<file path="src/rtl/ninjin_ddr_ctrl.sv">
`timescale 1ns/1ps
`default_nettype none
//------------------------------------------------------------------------------
// ninjin_ddr_ctrl: splits one long transfer into bursts of at most BURST_MAX
// beats that never cross a BOUNDARY-byte line. Macro NINJIN_DDR_CTRL_PERF_EN
// enables the busy-cycle counter on perf_cycles. Rev 1.0
//------------------------------------------------------------------------------
module ninjin_ddr_ctrl #(
  parameter int BURST_MAX = 256,
  parameter int LEN_WIDTH = 24,
  parameter int BOUNDARY  = 4096,
  parameter int MEMSIZE   = 30,
  parameter int LSB       = 2,
  parameter int LWIDTH    = 9
) (
  input  logic                   clk,
  input  logic                   xrst,
  input  logic                   start,
  input  logic                   mode,
  input  logic [MEMSIZE+LSB-1:0] base,
  input  logic [LEN_WIDTH-1:0]   total_len,
  input  logic                   txn_done,
  input  logic [3:0]             txn_err,
  output logic                   ddr_req,
  output logic                   ddr_mode,
  output logic [MEMSIZE+LSB-1:0] ddr_base,
  output logic [LWIDTH-1:0]      ddr_len,
  output logic                   busy,
  output logic                   done,
  output logic [3:0]             err,
  output logic [31:0]            perf_cycles
);

  localparam int AW = MEMSIZE + LSB;
  localparam int BW = $clog2(BOUNDARY);
  localparam int CW = LEN_WIDTH + BW + LWIDTH + 1;
  localparam logic [BW:0] C_BND = (BW+1)'(BOUNDARY);

  typedef enum logic [2:0] {
    S_IDLE = 3'd0,
    S_CALC = 3'd1,
    S_REQ  = 3'd2,
    S_WAIT = 3'd3,
    S_DONE = 3'd4
  } state_t;

  state_t                r_state, w_next;
  logic                  r_mode;
  logic [AW-1:0]         r_addr;
  logic [LEN_WIDTH-1:0]  r_rem;
  logic                  r_ddr_mode;
  logic [AW-1:0]         r_ddr_base;
  logic [LWIDTH-1:0]     r_ddr_len;
  logic [3:0]            r_err;

  logic [BW:0]           w_to_bnd;
  logic [CW-1:0]         w_beats, w_rem_c, w_max, w_min;
  logic [LWIDTH-1:0]     w_len;
  logic [LEN_WIDTH-1:0]  w_rem_next;
  logic [AW-1:0]         w_step;
  logic                  w_accept;

  // Beats left before the next boundary line, then the tightest of the three limits.
  assign w_to_bnd   = C_BND - {1'b0, r_addr[BW-1:0]};
  assign w_beats    = CW'(w_to_bnd >> LSB);
  assign w_rem_c    = CW'(r_rem);
  assign w_max      = CW'(BURST_MAX);
  assign w_len      = LWIDTH'(w_min);
  assign w_rem_next = r_rem - LEN_WIDTH'(r_ddr_len);
  assign w_step     = AW'(r_ddr_len) << LSB;
  assign w_accept   = (r_state == S_IDLE) && start;

  always_comb begin
    w_min = (w_rem_c < w_max) ? w_rem_c : w_max;
    if (w_beats < w_min) w_min = w_beats;
  end

  always_comb begin
    w_next = r_state;
    case (r_state)
      S_IDLE: if (start) w_next = (total_len == '0) ? S_DONE : S_CALC;
      S_CALC: w_next = S_REQ;
      S_REQ:  w_next = S_WAIT;
      S_WAIT: begin
        if (txn_done) begin
          if ((txn_err != 4'd0) || (w_rem_next == '0)) w_next = S_DONE;
          else                                         w_next = S_CALC;
        end
      end
      S_DONE: w_next = S_IDLE;
      default: w_next = S_IDLE;
    endcase
  end

  always_ff @(posedge clk) begin
    if (!xrst) begin
      r_state    <= S_IDLE;
      r_mode     <= 1'b0;
      r_addr     <= '0;
      r_rem      <= '0;
      r_ddr_mode <= 1'b0;
      r_ddr_base <= '0;
      r_ddr_len  <= '0;
      r_err      <= 4'd0;
    end else begin
      r_state <= w_next;
      case (r_state)
        S_IDLE: begin
          if (start) begin
            r_mode <= mode;
            r_addr <= base;
            r_rem  <= total_len;
            r_err  <= 4'd0;
          end
        end
        S_CALC: begin
          r_ddr_len  <= w_len;
          r_ddr_base <= r_addr;
          r_ddr_mode <= r_mode;
        end
        S_WAIT: begin
          if (txn_done) begin
            r_err <= r_err | txn_err;
            if (txn_err == 4'd0) begin
              r_rem  <= w_rem_next;
              r_addr <= r_addr + w_step;
            end
          end
        end
        default: ;
      endcase
    end
  end

  assign ddr_req  = (r_state == S_REQ);
  assign done     = (r_state == S_DONE);
  assign busy     = (r_state != S_IDLE) && (r_state != S_DONE);
  assign ddr_mode = r_ddr_mode;
  assign ddr_base = r_ddr_base;
  assign ddr_len  = r_ddr_len;
  assign err      = r_err;

`ifdef NINJIN_DDR_CTRL_PERF_EN
  logic [31:0] r_perf;

  // The accepting cycle counts as the first busy cycle.
  always_ff @(posedge clk) begin
    if (!xrst) begin
      r_perf <= 32'd0;
    end else if (w_accept) begin
      r_perf <= 32'd1;
    end else if (busy && (r_perf != 32'hFFFF_FFFF)) begin
      r_perf <= r_perf + 32'd1;
    end
  end

  assign perf_cycles = r_perf;
`else
  logic w_unused_perf;
  assign w_unused_perf = w_accept;
  assign perf_cycles   = 32'd0;
`endif

endmodule
`default_nettype wire
</file>
<file path="config.mk">
export PLATFORM = sky130hd
export DESIGN_NAME = ninjin_ddr_ctrl
export DESIGN_NICKNAME = d
export VERILOG_FILES = /design/src/rtl/ninjin_ddr_ctrl.sv
export SDC_FILE = /design/constraint.sdc
export NUM_CORES = 1
export LEC_CHECK = 0
export ABC_AREA = 1
export CELL_PAD_IN_SITES_DETAIL_PLACEMENT = 0
export CELL_PAD_IN_SITES_GLOBAL_PLACEMENT = 1
export CORE_ASPECT_RATIO = 1.25
export CORE_MARGIN = 8
export CORE_UTILIZATION = 39
export DETAILED_ROUTE_END_ITERATION = 7
export PLACE_DENSITY = 0.91
export SYNTH_ARGS = -nofsm -noshare
export SYNTH_HDL_FRONTEND = slang
export SYNTH_SLANG_ARGS = --single-unit
</file>
<file path="constraint.sdc">
create_clock -name clk -period 9.4 [get_ports clk]
set_clock_uncertainty 0.05 [all_clocks]
set_input_delay 0.94 -clock clk [delete_from_list [all_inputs] [get_ports clk]]
set_output_delay 0.94 -clock clk [all_outputs]
set_load 0.03 [all_outputs]
</file>
# Word level (Yosys, flattened, before mapping)
# Index checks and enable logic that the tools add are counted.
# Widths: inputs -> output; s select.
# classes
add_sub_neg	3
magnitude_cmp	2
eq_ne	8
muxes	18
bitwise_logic	1
reduce_logical	13
# ops
operator	count
$mux 24	4
$mux 32	3
$pmux 32 s2	1
$logic_not 24->1	2
$pmux 24 s2	1
$add 32x11->32	1
$lt 11x24->1	1
$lt 24x9->1 const B	1
$sub 24x9->24	1
$sub 13x12->13 const A	1
$mux 3	4
$pmux 3 s4	1
$mux 9	1
$mux 4	2
$pmux 4 s2	1
$eq 3x2->1 const B	2
$ne 2x2->1 const B	3
$logic_not 4->1	1
$or 4x4->4	1
$reduce_and 2->1	2
$reduce_and 4->1	1
$reduce_bool 4->1	1
$eq 3x1->1 const B	1
$eq 3x3->1 const B	1
7 further kinds	7
# totals
ff_bits	106
input_bits	65
out_inout_bits	81
wordCells	53

# Logic depth before layout (Yosys ltp)
# depth
ltp_word	6
ltp_mapped	21
ltp_nobuf	21

# Least setup slack after synthesis
# Ideal clock, no wire load.
# synth_path
path_kind	register to register
startpoint	register r_addr[2]
endpoint	register r_ddr_len[3] (netlist: ddr_len[3])
setup_time_ns	0.071
arrival_time_ns	2.844
t_required_ns	9.279
setup_slack_ns	6.435
stages_incl_launch_ff	19
n_path_buf	0
synth_period_minus_slack_ns	2.965
path_cell_list	dfxtp_1 > nor2_1 > nand3_1 > or2_4 > nor2_4 > nand3_2 > nor2_2 > nand2_1 > or2_4 > xor2_1 > inv_1 > ha_1 > nand2_1 > inv_1 > a221oi_2 > nand2_2 > nand2_1 > nand3_1 > a21oi_1
# synth_via
elab_chain_cells	3
# synth_lines
element	line_no	rtl
start: declaration	49	logic [AW-1:0] r_addr;
start signal: assignment	111	r_addr <= base;
start signal: assignment	126	r_addr <= r_addr + w_step;
$sub 13x12->13 (*)	64	assign w_to_bnd = C_BND - {1'b0, r_addr[BW-1:0]};
$lt 11x24->1	75	if (w_beats < w_min) w_min = w_beats;
$mux 9 (*)	75	
end signal: assignment	117	r_ddr_len <= w_len;
end: declaration	53	logic [LWIDTH-1:0] r_ddr_len;
# Mark *: on every way between the ends. The rest lies on a longest branch, timed or not.
# A chain may end at the register's enable or synchronous reset.

# Final worst setup path
# layout_path
startpoint	register r_state[2]
endpoint	register r_rem[0]
# layout_via
elab_chain_cells	3
elab_cells_between_ends	8
cone_classes	eq/ne: 4; mux: 1; reduce/logical: 3
# layout_lines
element	line_no	rtl
start: declaration	47	state_t r_state, w_next;
start signal: assignment	106	r_state <= w_next;
$eq 3x2->1 / $logic_not 3->1 (equally long branches)	107	case (r_state)
$ne 2x2->1 (no line) / $reduce_bool 2->1 (equally long branches)	-	
$reduce_and 4->1 (no line)	-	
end signal: assignment	112	r_rem <= total_len;
end signal: assignment	125	r_rem <= w_rem_next;
end: declaration	50	logic [LEN_WIDTH-1:0] r_rem;
# Parallel ways exist; a longest one is shown, timed or not.

==> results.yml <==
run_status:
  run_status: "completed"
clock_tree:
  clkLatencyLatePin_ns: 0.35
  clockBufferDepth: 2
  cts_buffers: 9
  cts_setup_buffers: 0
  htree_levels: 3
  ctsResizeCount: 0
  cts_tree: "done"
  postCtsHoldBufs: 0
  cts.sinks: 106
  cts_root_buf: "clkbuf_16"
  clk_pin_slew_ns: 0.07
drt:
  antenna_left: 0
  num_vias: 7370
  drc: 0
  drt_iter0_markers: 469
  wl_um: 22720
  vias_per_cell: 5.183
  dr.pass1.iters: 5
  wire_per_inst_um: 15.98
power_and_ir_drop:
  power_mw: 3.207
  p_leak_nw: 3.597
  p_per_area_nw_per_um2: 372.8
  ir_worst_vdd_mv: 0.1859
setup_path:
  critPathSlowestCell: "buf_4"
  reg2regPathDepth: 12
  cp.arrival_ns: 4.26
  reg2reg_slack_ns: 5.29
  crit_fanout: 78
  critPathCaptureType: "flop"
  cpPeakStageDelay_ns: 0.70
  cp-start-kind: "flop"
  r2r_end: "r_rem[0]$_SDFFE_PN0P_"
  r2r_start: "r_state[2]$_SDFFE_PN0P_"
  path_cells: "nor3_4 -> buf_4 -> inv_2 -> nor2_1 -> inv_2 -> o211ai_2 -> inv_2 -> o21ai_4 -> buf_4 -> inv_2 -> o21ai_0 -> a31oi_1"
  worst-path-buf-inv: 6
  critPathRequiredTime_ns: 9.55
  crit_type: "flop to flop"
  path_common_cell: "inv_2"
  cp_top_family: "buffers and inverters"
die:
  core_um2: 18030
  die-area_um2: 22960
  die_h_um: 167.4
  initial_utilization: 0.3968
  die_w_um: 137.1
  rows: 55
  io_pins: 146
logic_synthesis:
  synth-seq-cells: 106
  synth_top_family_by_area: "simple AND/OR/NAND/NOR gates"
  async_reset_ff_frac: 0
  yosysWarnings: 0
  synth_enable_flop_cells: 0
  synth_compound_area_frac: 0.1920
  ys_types: 45
  synth_xor_area_frac: 0.01959
  synthCells: 1101
  synth_mux_area_frac: 0
  netlist_area_um2: 7154
  synth-simple-area-share: 0.3141
  synth_adder_area_share: 0.05456
  seq_area_frac_synth: 0.2966
  synth_ff_type: "dfxtp_1"
  synth_area_per_cell_um2: 6.498
sta:
  final.min_clock_period_ns: 4.110
  fmax_ghz: 0.2433
  slew_viol_final: 0
  relSlewSlack: 0.3214
  setup_viol: 0
  tightest_slew_ns: 1.009
  fin_setup_tns_ns: 0
  hold_violations: 0
  hold_ws_ns: 0.4193
  fin_crit_sh: 0.4372
  rsz0062_at_grt: "no"
layout:
  instances_no_fill: 1422
  final_cell_mix: "nand2_1 (278), nor2_1 (129), clkdlybuf4s50_1 (113), a21oi_1 (108), inv_1 (107)"
  layout-drive-gt1-share: 0.05276
  layout.nets: 1284
  diodes: 0
  syn_to_final_growth_pct: 20.25
  final_common_cell: "nand2_1"
grt:
  grt_max_degree: 79
  grt_pass1_wl_um: 36470
  grt_pass1_vias: 7175
  track_usage: 0.1964
  overflow: 0
  antenna_found_initial: 0
place:
  io_buffers: 113
  placed_cells: 1406
  hpwl_um: 17160
  place_congestion: 0.9271
min_path:
  min-delay-start: "err[1]$_SDFFE_PN0P_"
  hold_path_depth: 2
  min_path_type: "flop to flop"
  min_to: "err[1]$_SDFFE_PN0P_"
run:
  drv_cap: 0
[how the worst max path moves through the flow]
stage / cells past startpoint / slack [ns] / endpoint / start
final: 12 / 5.29 / r_rem[0]$_SDFFE_PN0P_ / r_state[2]$_SDFFE_PN0P_
after global routing: 12 / 4.92 / r_addr[4]$_SDFFE_PN0P_ / r_state[2]$_SDFFE_PN0P_
after floorplan: 18 / 6.43 / ddr_len[3]$_SDFFE_PN0P_ / r_addr[2]$_SDFFE_PN0P_
after detailed placement: 13 / 5.32 / r_addr[31]$_SDFFE_PN0P_ / r_state[2]$_SDFFE_PN0P_
after global placement: 13 / 5.31 / r_addr[31]$_SDFFE_PN0P_ / r_state[2]$_SDFFE_PN0P_
after CTS: 13 / 5.30 / r_addr[31]$_SDFFE_PN0P_ / r_state[2]$_SDFFE_PN0P_
[power by group]
| part | total [mW] | internal (mW) | switching, mW |
|---|---|---|---|
| Combinational | 2.03 | 0.701 | 1.33 |
| Clock | 0.401 | 0.217 | 0.184 |
| Sequential | 0.777 | 0.617 | 0.160 |
[cells by family after synthesis]
family,count (synthesis)
AOI/OAI and AO/OA,226
xor gates and xnor gates,16
adders and majority gates,30
buffers and inverters,188
DFF,106
other,2
and+or+nand+nor,533
[cells in the mapped netlist (2+ instances only)]
cell type	count	area share
a221oi_2	12	0.025
o211ai_1	6	0.0063
a31oi_1	5	0.0044
buf_2	8	0.0056
conb_1	2	0.0010
nand3_1	64	0.045
nor3_1	20	0.014
or2_4	2	0.0024
a21oi_1	108	0.076
nor2_1	129	0.068
inv_2	7	0.0037
xnor2_1	7	0.0086
buf_1	3	0.0016
o221ai_1	6	0.0073
a221oi_1	5	0.0061
nand2_2	3	0.0026
o21ai_0	65	0.045
a21boi_0	3	0.0031
nand2_1	278	0.15
nand4_1	14	0.012
buf_4	34	0.036
dfxtp_1	106	0.30
fa_1	2	0.0056
a211oi_1	5	0.0052
clkbuf_1	24	0.013
inv_1	108	0.057
o31ai_1	2	0.0021
xor2_1	9	0.011
or2_2	8	0.0070
nor2_4	2	0.0031
nor4_1	7	0.0061
ha_1	28	0.049
buf_6	4	0.0063
o21bai_1	4	0.0042
[stage by stage]
stage | instance area (um^2) | utilization | worst slack, ns
CTS | 8603 | 0.4772 | 5.303
finish | 8603 | 0.4772 | 5.290
floorplan | 7274 | - | 6.435
detailed placement | 8292 | 0.4599 | 5.320
global placement | 8292 | 0.4599 | 5.307
global route | 8603 | 0.4772 | 4.918
[area by class of cell]
type / instances / area [um^2]
Sequential cell: 106 / 2122
Inverter: 115 / 431.7
Tap cell: 228 / 285.3
Multi-Input combinational cell: 839 / 4284
Clock inverter: 6 / 72.57
Fill cell: 1905 / 9427
Clock buffer: 10 / 239.0
Timing Repair Buffer: 118 / 1169
[registers in the layout, summed over array words and instances (netlist names)]
register / flops
r_addr: 32
ddr_base: 32
r_state: 3
ddr_mode: 1
r_mode: 1
err: 4
ddr_len: 9
r_rem: 24
[worst min-delay path, stage by stage, from the launching register on]
cell and delay [ns]:
dfxtp_1 0.33, a21oi_1 0.04, nor2_1 0.07
[metal layers]
layer,track usage,part of all wire,vias to the layer above
met5,0,0,-
met2,0.3391,0.49,255
li1,-,-,3741
met4,0.08191,0.033,0
met1,0.2366,0.42,3333
met3,0.02665,0.056,41
No activity file was read; power rests on OpenSTA's default activity.
==> RTL edit, RTL diff (same flow settings) <==
`LWIDTH`: 9 -> 11.
--- a/src/rtl/ninjin_ddr_ctrl.sv
+++ b/src/rtl/ninjin_ddr_ctrl.sv
@@ -11,7 +11,7 @@
   parameter int BOUNDARY  = 4096,
   parameter int MEMSIZE   = 30,
   parameter int LSB       = 2,
-  parameter int LWIDTH    = 9
+  parameter int LWIDTH    = 11
 ) (
   input  logic                   clk,
   input  logic                   xrst,
Interface: changed (resized ddr_len); port bits go from 146 to 148. No check against the original RTL was run, so the function may have changed too.
==> RTL edit against the original RTL <==
- combinational power up 26%
- maximum frequency up 12%
- sequential cell count up 2
- die area up 1.6%
- routed wire length down 0.20%
- sequential share of layout area about the same
- cell area up 2.0%
- power up 18%
- via count up 3.1%
- synthesized area up 1.8%
- setup slack better by 0.43 ns
- largest power group unchanged
==> RTL edit: results (changes against the original RTL) <==
Met2 Usage GRT: 0.353 (+0.0136)
Fmax: 272 MHz (+12%)
Met1 Use GR: 0.212 (-0.0249)
Internal reg-to-reg setup slack: 5.72 ns (+0.43 ns)
Vias post-DR: 7598 (+3.1%)
Met3 usage: 0.0325 (+0.00586)
GRT Util Overall: 0.189 (-0.00731)
Critical path startpoint: r_addr[1]
Worst-Skew Late Latency: 0.37 ns (+0.02 ns)
Family with the most delay on the worst path: simple AND/OR/NAND/NOR gates
Status: completed
Rel. slew slack: 0.372 (+0.0502)
Synth cell count leaders: nand2_1 (290), nor2_1 (141), inv_1 (131), a21oi_1 (113), dfxtp_1 (108)
Reg2Reg Depth: 20 (+8)
Setup Fix Bufs, Post-CTS: 0 (unchanged)
Post-Layout Cell Count: 1484 (+4.4%)
Wire length per cell: 15.3 um (-4.4%)
VDD IR max: 0.156 mV (-16%)
First-pass GRT wire length: 36900 um (+1.2%)
Comb. pwr: 0.00255 W (+26%)
Filler cells: 1933 (+1.5%)
Setup crit end: ddr_len[9]
Sequential fraction of the synthesis area: 0.297 (about the same)
Synth cell types: 42 (-6.7%)
IO Port Bufs: 115 (+1.8%)
Crit-path slowest cell: a21oi_1
Cells after Synth: 1156 (+5.0%)
Leak Pwr: 3.80 nW (+5.8%)
Power Internal: 0.00170 W (+11%)
Detail Placement HPWL: 17200 um (+0.28%)
Synth top area cells: dfxtp_1 (30%), nand2_1 (15%), a21oi_1 (7.8%)
Share of cells above drive strength 1: 0.0304 (-0.0224)
Largest net degree at the start of global routing: 83 (+5.1%)
CP Data Arrival Time: 3.92 ns (-0.34 ns)
## RTL edit: cell count changes after synthesis, sizes merged, moves of 5 or more
cell / delta
nor2: +11
xor2: +5
nor3: -5
or2: -5
inv: +19
buf: -6
nand3: +10
clkbuf: +5
a21oi: +5
nand2: +12
o21ai: +5
## RTL edit: how the worst min path moves through the flow
stage	from	endpoint	slack, ns
floorplan	r_mode	r_mode	0.39
global placement	r_mode	r_mode	0.41
detailed placement	err[1]	err[1]	0.41
CTS	err[1]	err[1]	0.43
global route	r_addr[0]	r_addr[0]	0.46
finish	r_mode	r_mode	0.43
## RTL edit: metal layers
metal / wire [um] / vias up
met2: 11600 / 175
met5: 0 / -
met1: 9620 / 3493
li1: - / 3899
met4: 537 / 0
met3: 870 / 31
## RTL edit: cells by family after synthesis
logic type      count (synthesis)  synth area share
compound gates                225             0.172
xor+xnor                       18            0.0216
fa+ha+maj                      34            0.0605
buf+inv                       208             0.126
flops                         108             0.297
other cells                     2           0.00103
simple gates                  561             0.321
## RTL edit: area by class of cell
type                       instances  area share
clock buffer                       9      0.0257
clock inverter                     7     0.00784
inverter                         136      0.0582
multi-input combinational        872       0.493
sequential                       108       0.246
tap                              232      0.0331
timing repair buffer             120       0.135
## RTL edit: metrics by stage
step / utilization / hold WS [ns] / cell area (um2) / total power (W)
floorplan: - / 0.391 / 7400 / 0.00270
global placement: 0.457 / 0.409 / 8480 / 0.00337
global route: 0.473 / 0.461 / 8770 / 0.00419
CTS: 0.473 / 0.427 / 8770 / 0.00379
finish: 0.473 / 0.429 / 8770 / 0.00378
detailed placement: 0.457 / 0.407 / 8480 / 0.00340
